**src/rtl/kc705_sw_debounce.sv**
```systemverilog
// kc705_sw_debounce: conditions raw DIP-switch / pushbutton pins into clean
// debounced levels plus one-cycle rise/fall events, all in clk_100m.
// Each channel is a SYNC_STAGES-deep synchronizer followed by a two-state
// debounce FSM with a CNT_W-bit stability counter.
// Optional long-press detection is compiled in with KC705_SW_LONGPRESS_EN;
// without it sw_long is tied low and LONG_W has no effect.
//
// Debounce FSM states:
//   state     | meaning
//   ST_STABLE | sync agrees with sw_level, counter held at 0
//   ST_VERIFY | sync differs from sw_level, counting toward all-ones
module kc705_sw_debounce #(
  parameter int              N_CH        = 5,
  parameter int              CNT_W       = 20,
  parameter int              SYNC_STAGES = 2,
  parameter logic [N_CH-1:0] RST_VAL     = {N_CH{1'b0}},
  parameter int              LONG_W      = 28
) (
  input  logic            clk_100m,
  input  logic            rst,
  input  logic [N_CH-1:0] sw_in,
  output logic [N_CH-1:0] sw_level,
  output logic [N_CH-1:0] sw_rise,
  output logic [N_CH-1:0] sw_fall,
  output logic            sw_changed,
  output logic [N_CH-1:0] sw_long
);

  typedef enum logic {
    ST_STABLE = 1'b0,
    ST_VERIFY = 1'b1
  } state_t;

  localparam logic [CNT_W-1:0] CNT_MAX = {CNT_W{1'b1}};

  // Parameter sanity: a single flop is not a safe synchronizer.
  if (SYNC_STAGES < 2) begin : g_bad_sync
    $error("kc705_sw_debounce: SYNC_STAGES must be at least 2");
  end
  if (LONG_W < 1) begin : g_bad_long
    $error("kc705_sw_debounce: LONG_W must be at least 1");
  end

  logic [N_CH-1:0] r_sync [SYNC_STAGES];
  logic [N_CH-1:0] w_sync;
  logic [N_CH-1:0] w_level;
  logic [N_CH-1:0] w_rise;
  logic [N_CH-1:0] w_fall;
  logic [N_CH-1:0] w_long;

  // Plain flop chain; nothing may sit between stages.
  always_ff @(posedge clk_100m or posedge rst) begin
    if (rst) begin
      for (int s = 0; s < SYNC_STAGES; s++) begin
        r_sync[s] <= RST_VAL;
      end
    end else begin
      r_sync[0] <= sw_in;
      for (int s = 1; s < SYNC_STAGES; s++) begin
        r_sync[s] <= r_sync[s-1];
      end
    end
  end

  assign w_sync = r_sync[SYNC_STAGES-1];

  for (genvar i = 0; i < N_CH; i++) begin : g_ch
    state_t           r_state;
    state_t           w_state_nxt;
    logic [CNT_W-1:0] r_cnt;
    logic [CNT_W-1:0] w_cnt_nxt;
    logic             r_level;
    logic             w_level_nxt;
    logic             r_rise;
    logic             w_rise_nxt;
    logic             r_fall;
    logic             w_fall_nxt;

    // Debounce state, counter, level and registered edge pulses.
    always_ff @(posedge clk_100m or posedge rst) begin
      if (rst) begin
        r_state <= ST_STABLE;
        r_cnt   <= '0;
        r_level <= RST_VAL[i];
        r_rise  <= 1'b0;
        r_fall  <= 1'b0;
      end else begin
        r_state <= w_state_nxt;
        r_cnt   <= w_cnt_nxt;
        r_level <= w_level_nxt;
        r_rise  <= w_rise_nxt;
        r_fall  <= w_fall_nxt;
      end
    end

    // Next-state logic; the counter is compared to all-ones before
    // incrementing so it can never wrap.
    always_comb begin
      w_state_nxt = r_state;
      w_cnt_nxt   = r_cnt;
      w_level_nxt = r_level;
      w_rise_nxt  = 1'b0;
      w_fall_nxt  = 1'b0;
      case (r_state)
        ST_STABLE: begin
          w_cnt_nxt = '0;
          if (w_sync[i] != r_level) begin
            w_state_nxt = ST_VERIFY;
          end
        end
        ST_VERIFY: begin
          if (w_sync[i] == r_level) begin
            w_state_nxt = ST_STABLE;
            w_cnt_nxt   = '0;
          end else if (r_cnt == CNT_MAX) begin
            w_level_nxt = w_sync[i];
            w_rise_nxt  = w_sync[i];
            w_fall_nxt  = ~w_sync[i];
            w_state_nxt = ST_STABLE;
            w_cnt_nxt   = '0;
          end else begin
            w_cnt_nxt = r_cnt + CNT_W'(1);
          end
        end
        default: begin
          w_state_nxt = ST_STABLE;
          w_cnt_nxt   = '0;
        end
      endcase
    end

    assign w_level[i] = r_level;
    assign w_rise[i]  = r_rise;
    assign w_fall[i]  = r_fall;

`ifdef KC705_SW_LONGPRESS_EN
    logic [LONG_W-1:0] r_lcnt;
    logic              r_lfull;
    logic              r_long;

    // Hold-time counter; r_lfull remembers the counter was already
    // saturated so the pulse fires once, 2^LONG_W cycles after the rise.
    always_ff @(posedge clk_100m or posedge rst) begin
      if (rst) begin
        r_lcnt  <= '0;
        r_lfull <= 1'b0;
        r_long  <= 1'b0;
      end else if (!r_level) begin
        r_lcnt  <= '0;
        r_lfull <= 1'b0;
        r_long  <= 1'b0;
      end else begin
        if (r_lcnt != {LONG_W{1'b1}}) begin
          r_lcnt <= r_lcnt + LONG_W'(1);
        end
        r_lfull <= (r_lcnt == {LONG_W{1'b1}});
        r_long  <= (r_lcnt == {LONG_W{1'b1}}) && !r_lfull;
      end
    end

    assign w_long[i] = r_long;
`else
    assign w_long[i] = 1'b0;
`endif
  end

  assign sw_level   = w_level;
  assign sw_rise    = w_rise;
  assign sw_fall    = w_fall;
  assign sw_long    = w_long;
  assign sw_changed = |(w_rise | w_fall);

endmodule
```
**config.mk**
```make
export PLATFORM = sky130hd
export DESIGN_NAME = kc705_sw_debounce
export DESIGN_NICKNAME = d
export VERILOG_FILES = /design/src/rtl/kc705_sw_debounce.sv
export SDC_FILE = /design/constraint.sdc
export NUM_CORES = 1
export LEC_CHECK = 0
export CORE_MARGIN = 2
export CORE_UTILIZATION = 40
export CTS_BUF_LIST = sky130_fd_sc_hd__clkbuf_4 sky130_fd_sc_hd__clkbuf_8
export DETAILED_ROUTE_END_ITERATION = 12
export GPL_TIMING_DRIVEN = 0
export REMOVE_ABC_BUFFERS = 1
export SLEW_MARGIN = 20
export SYNTH_ARGS = -nofsm -noshare
export SYNTH_HDL_FRONTEND = slang
export SYNTH_SLANG_ARGS = --single-unit
```
**constraint.sdc**
```tcl
create_clock -name clk_100m -period 7.4 [get_ports clk_100m]
set_clock_uncertainty 0.15 [all_clocks]
set_input_delay 2.22 -clock clk_100m [delete_from_list [all_inputs] [get_ports clk_100m]]
set_output_delay 2.22 -clock clk_100m [all_outputs]
set_load 0.02 [all_outputs]
```
==> reports/metrics.yaml <==
p_leak_nw: 2.651
post_cts_buffers: 0
start_util_pct: 40.70
hold_depth: 0
synth_ff_type: "dfrtp_1"
yosysWarnings: 0
post-route-util_pct: 45.32
pin_count: 28
holdCritPathClass: "reg2reg"
outcome: "completed"
synth_edf_count: 0
viasPerCell: 5.244
core_area_mm2: 0.01515
max-clock-path-buffers: 2
fmax_mhz: 224.8
diodes: 0
grt_max_degree: 68
gp_congestion: 0.8076
synth_top_area_share_pct: 52.77
cts_root_buf: "clkbuf_8"
wire_per_inst_um: 13.44
finalCritPeriodShare_pct: 60.10
dp_hpwl_mm: 7.438
clock-sinks: 130
cp_slowest_stage_delay_ns: 0.58
fp.dieW_um: 128.1
syn_avg_cell_area_um2: 10.02
required_ns: 5.03
setup_viol: 0
rr_startpoint: "g_ch[4].r_cnt[0]"
crit_path_start_kind: "flop"
cp_max_fo: 2
synth_most_common_cell: "dfrtp_1"
worstMarginPinSlew_ns: 0.8918
ir_worst_vdd_uv: 111.6
die_h_um: 128.1
tns_ns: 0
crit_chain: "nor4_1 > nand3_1 > clkdlybuf4s50_1"
power_density_mw_per_mm2: 196.2
rows: 45
yosys-top-cells-area: "dfrtp_1 53%, xnor2_1 7.1%, nor2_1 5.5%"
route.detailed.drc: 0
cts_tree: "done"
via_count: 4363
crit_path_top_delay_cell: "clkdlybuf4s50_1"
final_nets: 643
fin_crit_ns: 4.448
maxCapViolCount: 0
clock_latency_ns: 0.44
ys_async_sr_fraction_pct: 100.0
ys_types: 45
drive_gt1_share_pct: 8.075
first_global_vias: 4192
drt_iter0_markers: 292
holdPathEnd: "w_sync[1]"
grtUsageTotal_pct: 14.85
yosys-top-cells-count: "130 x dfrtp_1, 91 x nor2_1, 50 x xnor2_1"
ys_seq_elements: 130
synth_area_mm2: 0.006165
r2r_cells: 5
critPathKind: "reg2out"
hold_buffers: 0
grt_pass1_wl_mm: 19.37
dr.pass1.iters: 4
slew_viol_final: 0
ant_nets: 0
path_clk_slew_ns: 0.07
cp-end-kind: "output pin"
grt_overflow_total: 0
syn_inst: 615
cts_resized: 0
r2r_end: "g_ch[4].r_cnt[2]"
r2r_slack_ns: 4.63
hold_viol: 0
hp-start: "r_sync[6]"
cts_buffers: 17
antenna_found_initial: 0
routed_wl_mm: 11.18
synth_top_cell_by_area: "dfrtp_1"
rsz0062_at_grt: "false"
critical_path_arrival_ns: 2.08
htree_num_levels: 4
syn_to_final_growth_pct: 11.35
fillCellCount: 1407
io_buffers: 22
ys_seq_area_share_pct: 52.77
die-area_mm2: 0.01642
relSlewSlack_pct: 40.14
cell type report:
type	count	area, um2	share of cell area (%)
Clock buffer	28	341.6	4.976
Sequential cell	130	3253	47.39
Multi-Input combinational cell	438	2653	38.64
Timing Repair Buffer	23	247.7	3.609
Clock inverter	4	47.55	0.6927
Tap cell	188	235.2	3.427
Inverter	21	86.33	1.258
flip-flops by register name (all words and copies together), names as in the netlist:
register      cells
g_ch.r_level      5
g_ch.r_rise       5
g_ch.r_cnt      100
g_ch.r_state      5
r_sync            5
w_sync            5
g_ch.r_fall       5
layout by cell type (no fill, tap or decap), types with 16 or more instances in the layout:
master / count
nor4_1: 29
a21oi_1: 20
clkdlybuf4s50_1: 22
inv_1: 20
xnor2_1: 50
nor3_1: 18
dfrtp_1: 130
nor2_1: 91
nand3_1: 40
or3_1: 16
xor2_1: 21
clkbuf_8: 21
nand4_1: 26
nand2_1: 34
stage by stage:
step / worst slack [ns] / power (mW) / instance area, um2 / hold WS, ns / cells
6_report: 2.952 / 1.347 / 6864 / 0.1995 / 832
3_3_place_gp: -0.2658 / 0.7751 / 6440 / 0.1850 / 799
3_5_place_dp: 3.312 / 0.7784 / 6475 / 0.1864 / 800
4_1_cts: 2.809 / 1.371 / 6864 / 0.2033 / 832
2_1_floorplan: 1.561 / 0.7621 / 5984 / 0.1812 / 589
5_1_grt: 2.760 / 1.407 / 6864 / 0.2096 / 832
critical path: cells and delay by family (launching register included):
kind | cells | cell delay, ns
buffers and inverters | 1 | 0.58
DFF | 1 | 0.38
and+or+nand+nor | 2 | 0.69
kinds of logic after synthesis:
logic type	after synthesis	share of synthesized area (%)
simple gates	298	25.19
fa+ha+maj	5	1.015
other cells	1	0.06083
flops	130	52.77
compound gates	49	4.709
buf+inv	51	4.445
mux	10	1.725
xor+xnor	71	10.09
worst max path at each step:
stage                    from                end  slack, ns  cells past startpoint
2_1_floorplan             rst   g_ch[0].r_cnt[0]       1.56                      1
5_1_grt        g_ch[0].r_fall         sw_changed       2.76                      3
3_3_place_gp              rst  g_ch[3].r_cnt[12]      -0.27                      2
3_5_place_dp   g_ch[0].r_fall         sw_changed       3.31                      3
4_1_cts        g_ch[0].r_fall         sw_changed       2.81                      3
6_report       g_ch[0].r_fall         sw_changed       2.95                      3
where the power goes:
| part | internal (mW) | switching [mW] |
|---|---|---|
| Clock | 0.327 | 0.257 |
| Combinational | 0.0103 | 0.0292 |
| Sequential | 0.717 | 0.00687 |
| Total | 1.05 | 0.293 |
routing by layer:
layer	share of wire, %	track usage [%]	wire (um)
met3	3.3	5.134	374
met1	50	19.56	5603
met4	1.5	5.236	170
met5	0	0	0
met2	45	22.84	5035
Note: power is estimated with default switching activity, not from simulation.
